$ cat config.mk
export PLATFORM = sky130hd
export DESIGN_NAME = prog_sequencer_flat
export DESIGN_NICKNAME = d
export VERILOG_FILES = /design/src/rtl/pseq_pkg.sv /design/src/rtl/prog_sequencer_if.sv /design/src/rtl/prog_sequencer.sv /design/src/flat_wrapper.sv
export SDC_FILE = /design/constraint.sdc
export NUM_CORES = 1
export LEC_CHECK = 0
export ABC_AREA = 1
export ABC_CLOCK_PERIOD_IN_PS = 1750
export CAP_MARGIN = 20
export CORE_MARGIN = 1
export CORE_UTILIZATION = 49
export CTS_CLUSTER_SIZE = 28
export DETAILED_ROUTE_END_ITERATION = 8
export PLACE_DENSITY = 0.79
export SLEW_MARGIN = 20
export SYNTH_ARGS = -nofsm -noshare
export SYNTH_HDL_FRONTEND = slang
export SYNTH_SLANG_ARGS = --single-unit
$ cat constraint.sdc
create_clock -name clk -period 1.75 [get_ports clk]
set_input_delay 0.525 -clock clk [delete_from_list [all_inputs] [get_ports clk]]
set_output_delay 0.525 -clock clk [all_outputs]
set_load 0.1 [all_outputs]
$ cat src/rtl/pseq_pkg.sv
// Shared opcode constants, FSM state type and opcode decode helper for the
// program sequencer and the processor controller it feeds.
package pseq_pkg;

  localparam int unsigned OPC_W = 3;

  localparam logic [OPC_W-1:0] OP_MV   = 3'b000;
  localparam logic [OPC_W-1:0] OP_MVI  = 3'b001;
  localparam logic [OPC_W-1:0] OP_ADD  = 3'b010;
  localparam logic [OPC_W-1:0] OP_SUB  = 3'b011;
  localparam logic [OPC_W-1:0] OP_HALT = 3'b111;

  typedef enum logic [3:0] {
    S_IDLE,
    S_RD,
    S_LD,
    S_PRE,
    S_RUN,
    S_IMM_RD,
    S_IMM_LD,
    S_WAIT,
    S_HALTED
  } pseq_state_e;

  // Coarse class of a fetched word, used by the sequencer's LD state.
  typedef enum logic [1:0] {
    DEC_EXEC,
    DEC_IMM,
    DEC_HALT,
    DEC_ILLEGAL
  } pseq_dec_e;

  function automatic pseq_dec_e decode_op(input logic [OPC_W-1:0] op);
    pseq_dec_e d;
    case (op)
      OP_MV, OP_ADD, OP_SUB: d = DEC_EXEC;
      OP_MVI:                d = DEC_IMM;
      OP_HALT:               d = DEC_HALT;
      default:               d = DEC_ILLEGAL;
    endcase
    return d;
  endfunction

endpackage

$ cat src/rtl/prog_sequencer_if.sv
// ROM read port plus the DIN/run/Done instruction handshake.
// master = sequencer side, slave = ROM/processor side.
interface prog_sequencer_if #(
  parameter int unsigned ADDR_W = 5,
  parameter int unsigned DATA_W = 9
) ();

  logic [ADDR_W-1:0] rom_addr;
  logic [DATA_W-1:0] rom_data;
  logic [DATA_W-1:0] DIN;
  logic              run;
  logic              Done;

  modport master (
    output rom_addr,
    output DIN,
    output run,
    input  rom_data,
    input  Done
  );

  modport slave (
    input  rom_addr,
    input  DIN,
    input  run,
    output rom_data,
    output Done
  );

endinterface

$ cat src/rtl/prog_sequencer.sv
// Instruction feeder: fetches from a synchronous ROM and issues each word on DIN
// with a one-cycle run pulse. Optional Done watchdog under `PSEQ_WDOG_EN.
module prog_sequencer
  import pseq_pkg::*;
#(
  parameter int unsigned ADDR_W   = 5,
  parameter int unsigned DATA_W   = 9,
  parameter int unsigned WDOG_CYC = 16
) (
  input  logic              clk,
  input  logic              rst,
  input  logic              start,
  prog_sequencer_if.master  bus,
  output logic [ADDR_W-1:0] pc,
  output logic              busy,
  output logic              halted,
  output logic              err
);

  // A zero-length watchdog window is meaningless.
  if (WDOG_CYC == 0) begin : g_wdog_cfg_bad
    $error("prog_sequencer: WDOG_CYC must be nonzero");
  end

  pseq_state_e       state_q, state_d;
  logic [ADDR_W-1:0] pc_d, addr_d;
  logic [ADDR_W-1:0] pc_inc1, pc_inc2;
  logic [DATA_W-1:0] din_d;
  logic              err_d;
  logic              mvi_q, mvi_d;
  logic              run_d, busy_d, halted_d;
  pseq_dec_e         dec;

`ifdef PSEQ_WDOG_EN
  localparam int unsigned WDOG_W = $clog2(WDOG_CYC + 1);
  logic [WDOG_W-1:0] wdog_q, wdog_d;
`endif

  // pc arithmetic wraps modulo 2**ADDR_W.
  assign pc_inc1 = pc + ADDR_W'(1);
  assign pc_inc2 = pc + ADDR_W'(2);
  assign dec     = decode_op(bus.rom_data[DATA_W-1 -: OPC_W]);

  // State register and all registered outputs.
  always_ff @(posedge clk) begin
    if (rst) begin
      state_q      <= S_IDLE;
      pc           <= '0;
      bus.rom_addr <= '0;
      bus.DIN      <= '0;
      bus.run      <= 1'b0;
      busy         <= 1'b0;
      halted       <= 1'b0;
      err          <= 1'b0;
      mvi_q        <= 1'b0;
`ifdef PSEQ_WDOG_EN
      wdog_q       <= '0;
`endif
    end else begin
      state_q      <= state_d;
      pc           <= pc_d;
      bus.rom_addr <= addr_d;
      bus.DIN      <= din_d;
      bus.run      <= run_d;
      busy         <= busy_d;
      halted       <= halted_d;
      err          <= err_d;
      mvi_q        <= mvi_d;
`ifdef PSEQ_WDOG_EN
      wdog_q       <= wdog_d;
`endif
    end
  end

  // Next-state and next-output logic.
  always_comb begin
    state_d = state_q;
    pc_d    = pc;
    addr_d  = bus.rom_addr;
    din_d   = bus.DIN;
    err_d   = err;
    mvi_d   = mvi_q;
`ifdef PSEQ_WDOG_EN
    wdog_d  = '0;
`endif

    case (state_q)
      S_IDLE, S_HALTED: begin
        if (start) begin
          pc_d    = '0;
          addr_d  = '0;
          err_d   = 1'b0;
          state_d = S_RD;
        end
      end

      S_RD: state_d = S_LD;

      S_LD: begin
        din_d = bus.rom_data;
        mvi_d = (dec == DEC_IMM);
        case (dec)
          DEC_EXEC, DEC_IMM: state_d = S_PRE;
          DEC_HALT:          state_d = S_HALTED;
          default: begin
            // Illegal word: flag it and skip to the next address.
            err_d   = 1'b1;
            pc_d    = pc_inc1;
            addr_d  = pc_inc1;
            state_d = S_RD;
          end
        endcase
      end

      S_PRE: state_d = S_RUN;

      S_RUN: begin
        if (mvi_q) begin
          addr_d  = pc_inc1;
          state_d = S_IMM_RD;
        end else begin
          state_d = S_WAIT;
        end
      end

      S_IMM_RD: state_d = S_IMM_LD;

      S_IMM_LD: begin
        din_d   = bus.rom_data;
        state_d = S_WAIT;
      end

      S_WAIT: begin
        if (bus.Done) begin
          pc_d    = mvi_q ? pc_inc2 : pc_inc1;
          addr_d  = pc_d;
          state_d = S_RD;
        end
`ifdef PSEQ_WDOG_EN
        else if (wdog_q == WDOG_W'(WDOG_CYC - 1)) begin
          // Processor never answered: stop with pc on the stalled instruction.
          err_d   = 1'b1;
          state_d = S_HALTED;
        end else begin
          wdog_d = wdog_q + WDOG_W'(1);
        end
`endif
      end

      default: state_d = S_IDLE;
    endcase

    run_d    = (state_d == S_RUN);
    halted_d = (state_d == S_HALTED);
    busy_d   = (state_d != S_IDLE) && (state_d != S_HALTED);
  end

endmodule

$ cat src/flat_wrapper.sv
// flat-port wrapper written by rule: the top's interface ports become plain ports
module prog_sequencer_flat import pseq_pkg::*;
#(
  parameter int unsigned ADDR_W   = 5,
  parameter int unsigned DATA_W   = 9,
  parameter int unsigned WDOG_CYC = 16
)
  (clk, rst, start, pc, busy, halted, err, bus_rom_addr, bus_DIN, bus_run, bus_rom_data, bus_Done);
  prog_sequencer_if #(.ADDR_W(ADDR_W), .DATA_W(DATA_W)) bus_i ();
  input  logic clk;
  input  logic rst;
  input  logic start;
  output logic [ADDR_W-1:0] pc;
  output logic busy;
  output logic halted;
  output logic err;
  output wire logic [$bits(bus_i.rom_addr)-1:0] bus_rom_addr;
  output wire logic [$bits(bus_i.DIN)-1:0] bus_DIN;
  output wire logic [$bits(bus_i.run)-1:0] bus_run;
  input wire logic [$bits(bus_i.rom_data)-1:0] bus_rom_data;
  input wire logic [$bits(bus_i.Done)-1:0] bus_Done;
  assign bus_rom_addr = bus_i.rom_addr;
  assign bus_DIN = bus_i.DIN;
  assign bus_run = bus_i.run;
  assign bus_i.rom_data = bus_rom_data;
  assign bus_i.Done = bus_Done;
  prog_sequencer #(.ADDR_W(ADDR_W), .DATA_W(DATA_W), .WDOG_CYC(WDOG_CYC)) u_core (.clk(clk), .rst(rst), .start(start), .bus(bus_i), .pc(pc), .busy(busy), .halted(halted), .err(err));
endmodule
==> impl_results.md <==
* Wire length per cell at 12.28 um
* Layout overhead on the synthesized area at 49.22%
* Drt pass-1 iters at 6
* FF-to-FF path depth at 7
* Routed WL at 3783 um
* Global placement routability congestion at 0.8932
* Input/output buffers at 35
* # nets final at 293
* F_max at 617.5 MHz
* Slew headroom at 0.8065
* Total number of vias at 1613
* Status: finished, violations left
* Max Cap Violations at 0
* Highest-count cells in the layout ignoring fill and taps: nand2_1, nor2_1, dfxtp_1, buf_12, inv_1
* Hold WC Path Type: flip-flop to flip-flop
* Net Sw Frac at 0.4487
* Cts repair resizes at 0
* Setup crit end: u_core.bus.rom_addr[3]
* P_leak at 0.001047 uW
* Die height at 57.93 um
* Final setup viols at 0
* Global-route wire length before repair at 6492 um
* GR Util met2 at 0.4253
* Layout cell share with drive strength beyond 1 at 0.2527
* Met3 GRT Util at 0.04018
* Num CTS Buffers at 3
* Post-Synthesis Cell Area at 0.001533 mm^2
* Vias in the first global route at 1449
* Worst slew pin tran at 0.2872 ns
* Die area at 0.003356 mm^2
* H-tree level count at 1
* CTS Sinks at 28
* DRT iter0 DRCs at 94
* P_sw at 1140 uW
* CP required at 2.05 ns
* RSZ-0062 raised after global routing: false
* Commonest non-fill, non-tap cell in the layout: nand2_1
* Core Box Area at 0.002853 mm^2
* GRT busiest layer: met2
* Max Slew Vio Count at 0
* Pwr Density at 1111 mW/mm^2
* Mean number of vias per cell at 5.237
* DR DRC count at 2
* Power, Total at 2541 uW
* Post-CTS Setup Inserts at 0
* Tmin final at 1.619 ns
* Post-layout util at 0.8018
* Crit. Startpoint: u_core.state_q[3]
* Root buffer cell: clkbuf_4
* CTS tree: built
* Critical R2R Launch: u_core.state_q[3]
* Clk_skew at 0.007434 ns
* Hpwl dp at 2863 um
* Die W at 57.93 um
* Seq/Total Area, Yosys at 0.3657
* Synth Area per Inst at 6.664 um^2
* Int Power at 1401 uW
* #FFs+latches synth at 28
* Failing checks: design-rule violations
* Netlist cell types at 24
* Crit share post-route at 0.9254
* Startpoint Class: flip-flop
* Part of the power in combinational logic at 0.507
* Max IR drop VDD at 0.0006959 V
* Longest Clk Path Bufs at 2
* GRT Residual Overflow at 0
* Crit-path max FO at 13
* FF-to-FF setup slack at 0.13 ns
* Clock share of power at 0.173
* Total GRT Usage at 0.2469
* Initial Util at 0.5373
* Largest net degree at the start of global routing at 18
* Syn. warnings at 0
* Ant diodes at 0
* Final hold violations at 0
* Initial antenna violation count at 0
* WP data arrival at 1.91 ns
* Clk pin slew, worst setup/hold paths at 0.16 ns
* Worst reg2reg endpoint: u_core.bus.rom_addr[3]
* I/O pin total at 36
* Synth Instances at 230
* Core Rows at 19
* Met1 usage at 0.3073
* Worst-Skew Late Latency at 0.35 ns
* Hold buffers post-CTS at 0
* Syn_nets at 245
* CP Capture Type: flip-flop
* Final ANT Viol Nets at 0
* Critical path class: flip-flop to flip-flop
* Sequential share of power at 0.320
-- through the flow --
stage / hold WS, ns / setup WS (ns) / cells / area (um^2) / TNS, ns
2_1_floorplan: 0.4943 / 0.02945 / 230 / 1538 / 0
3_3_place_gp: 0.4869 / -0.08000 / 304 / 2235 / -0.5205
3_5_place_dp: 0.4895 / -0.1795 / 304 / 2235 / -1.118
4_1_cts: 0.5107 / 0.1792 / 308 / 2287 / 0
5_1_grt: 0.5399 / 0.05955 / 308 / 2287 / 0
6_report: 0.5122 / 0.1305 / 308 / 2287 / 0
-- sequential cells by signal (all words and copies together) (netlist names) --
name                 flops
u_core.state_q           4
u_core.bus.DIN           9
u_core.err               1
u_core.pc                5
u_core.bus.rom_addr      5
u_core.mvi_q             1
u_core.busy              1
u_core.bus.run           1
u_core.halted            1
-- layer usage --
| layer | vias up | wire [um] |
|---|---|---|
| met2 | 61 | 1835 |
| met1 | 714 | 1618 |
| met5 | - | 0 |
| met4 | 0 | 95 |
| met3 | 12 | 233 |
| li1 | 826 | - |
-- cell families (layout without fill, tap and decap cells) --
logic type	Yosys count	after routing	share of synthesized area
DFF	28	28	0.3657
adders and majority gates	2	2	0.01632
AOI/OAI and AO/OA	26	26	0.08816
and+or+nand+nor	140	140	0.4424
xor gates and xnor gates	1	1	0.005715
buffers and inverters	33	80	0.08163
-- how the worst min path moves through the flow --
stage               slack [ns]  cells after the start              start                 to
global placement          0.49                      2  u_core.bus.DIN[0]  u_core.bus.DIN[0]
CTS                       0.51                      2  u_core.bus.DIN[7]  u_core.bus.DIN[7]
finish                    0.51                      2  u_core.bus.DIN[7]  u_core.bus.DIN[7]
floorplan                 0.49                      2       u_core.mvi_q       u_core.mvi_q
global route              0.54                      2  u_core.bus.DIN[1]  u_core.bus.DIN[1]
detailed placement        0.49                      2  u_core.bus.DIN[7]  u_core.bus.DIN[7]
-- cell usage after synthesis --
| master | n | area, um^2 |
|---|---|---|
| nand2_1 | 65 | 244.0 |
| nor2_1 | 30 | 112.6 |
| dfxtp_1 | 28 | 560.5 |
| inv_1 | 22 | 82.58 |
| nand3_1 | 20 | 100.1 |
| a21oi_1 | 15 | 75.07 |
| o21ai_0 | 9 | 45.04 |
| inv_2 | 6 | 22.52 |
| clkbuf_1 | 4 | 15.01 |
| nand2_2 | 4 | 25.02 |
| nand4_1 | 4 | 25.02 |
| nor2_2 | 4 | 25.02 |
| nand2_4 | 3 | 33.78 |
| nand3_2 | 3 | 30.03 |
| nor2_4 | 3 | 33.78 |
| ha_1 | 2 | 25.02 |
| a211oi_1 | 1 | 7.510 |
| buf_2 | 1 | 5.000 |
| nand3_4 | 1 | 17.52 |
| nor2_8 | 1 | 20.02 |
| nor3_1 | 1 | 5.000 |
| o211ai_1 | 1 | 7.510 |
| or2_2 | 1 | 6.260 |
| xor2_1 | 1 | 8.760 |
-- worst max-delay path, stage by stage (launching register included) --
cell and delay [ns]:
dfxtp_1 0.39, inv_2 0.22, nand2_4 0.13, nor2_1 0.24, nor2_1 0.12, o21ai_0 0.27
nor2_1 0.09, nor2_1 0.10
-- final cells by class --
type | count | area, um^2
Tap cell | 31 | 38.79
Multi-Input combinational cell | 169 | 847.1
Inverter | 28 | 105.1
Timing Repair Buffer | 48 | 678.2
Fill cell | 198 | 565.5
Clock inverter | 1 | 30.03
Clock buffer | 3 | 22.52
Sequential cell | 28 | 565.5
-- power groups by stage --
stage               clock network, uW  logic [uW]  registers, uW
floorplan                           0         382           1260
global placement                    0        1270            825
detailed placement                  0        1290            827
CTS                               444        1290            814
global route                      475        1370            823
finish                            440        1290            813
(Power assumes the default switching activity.)
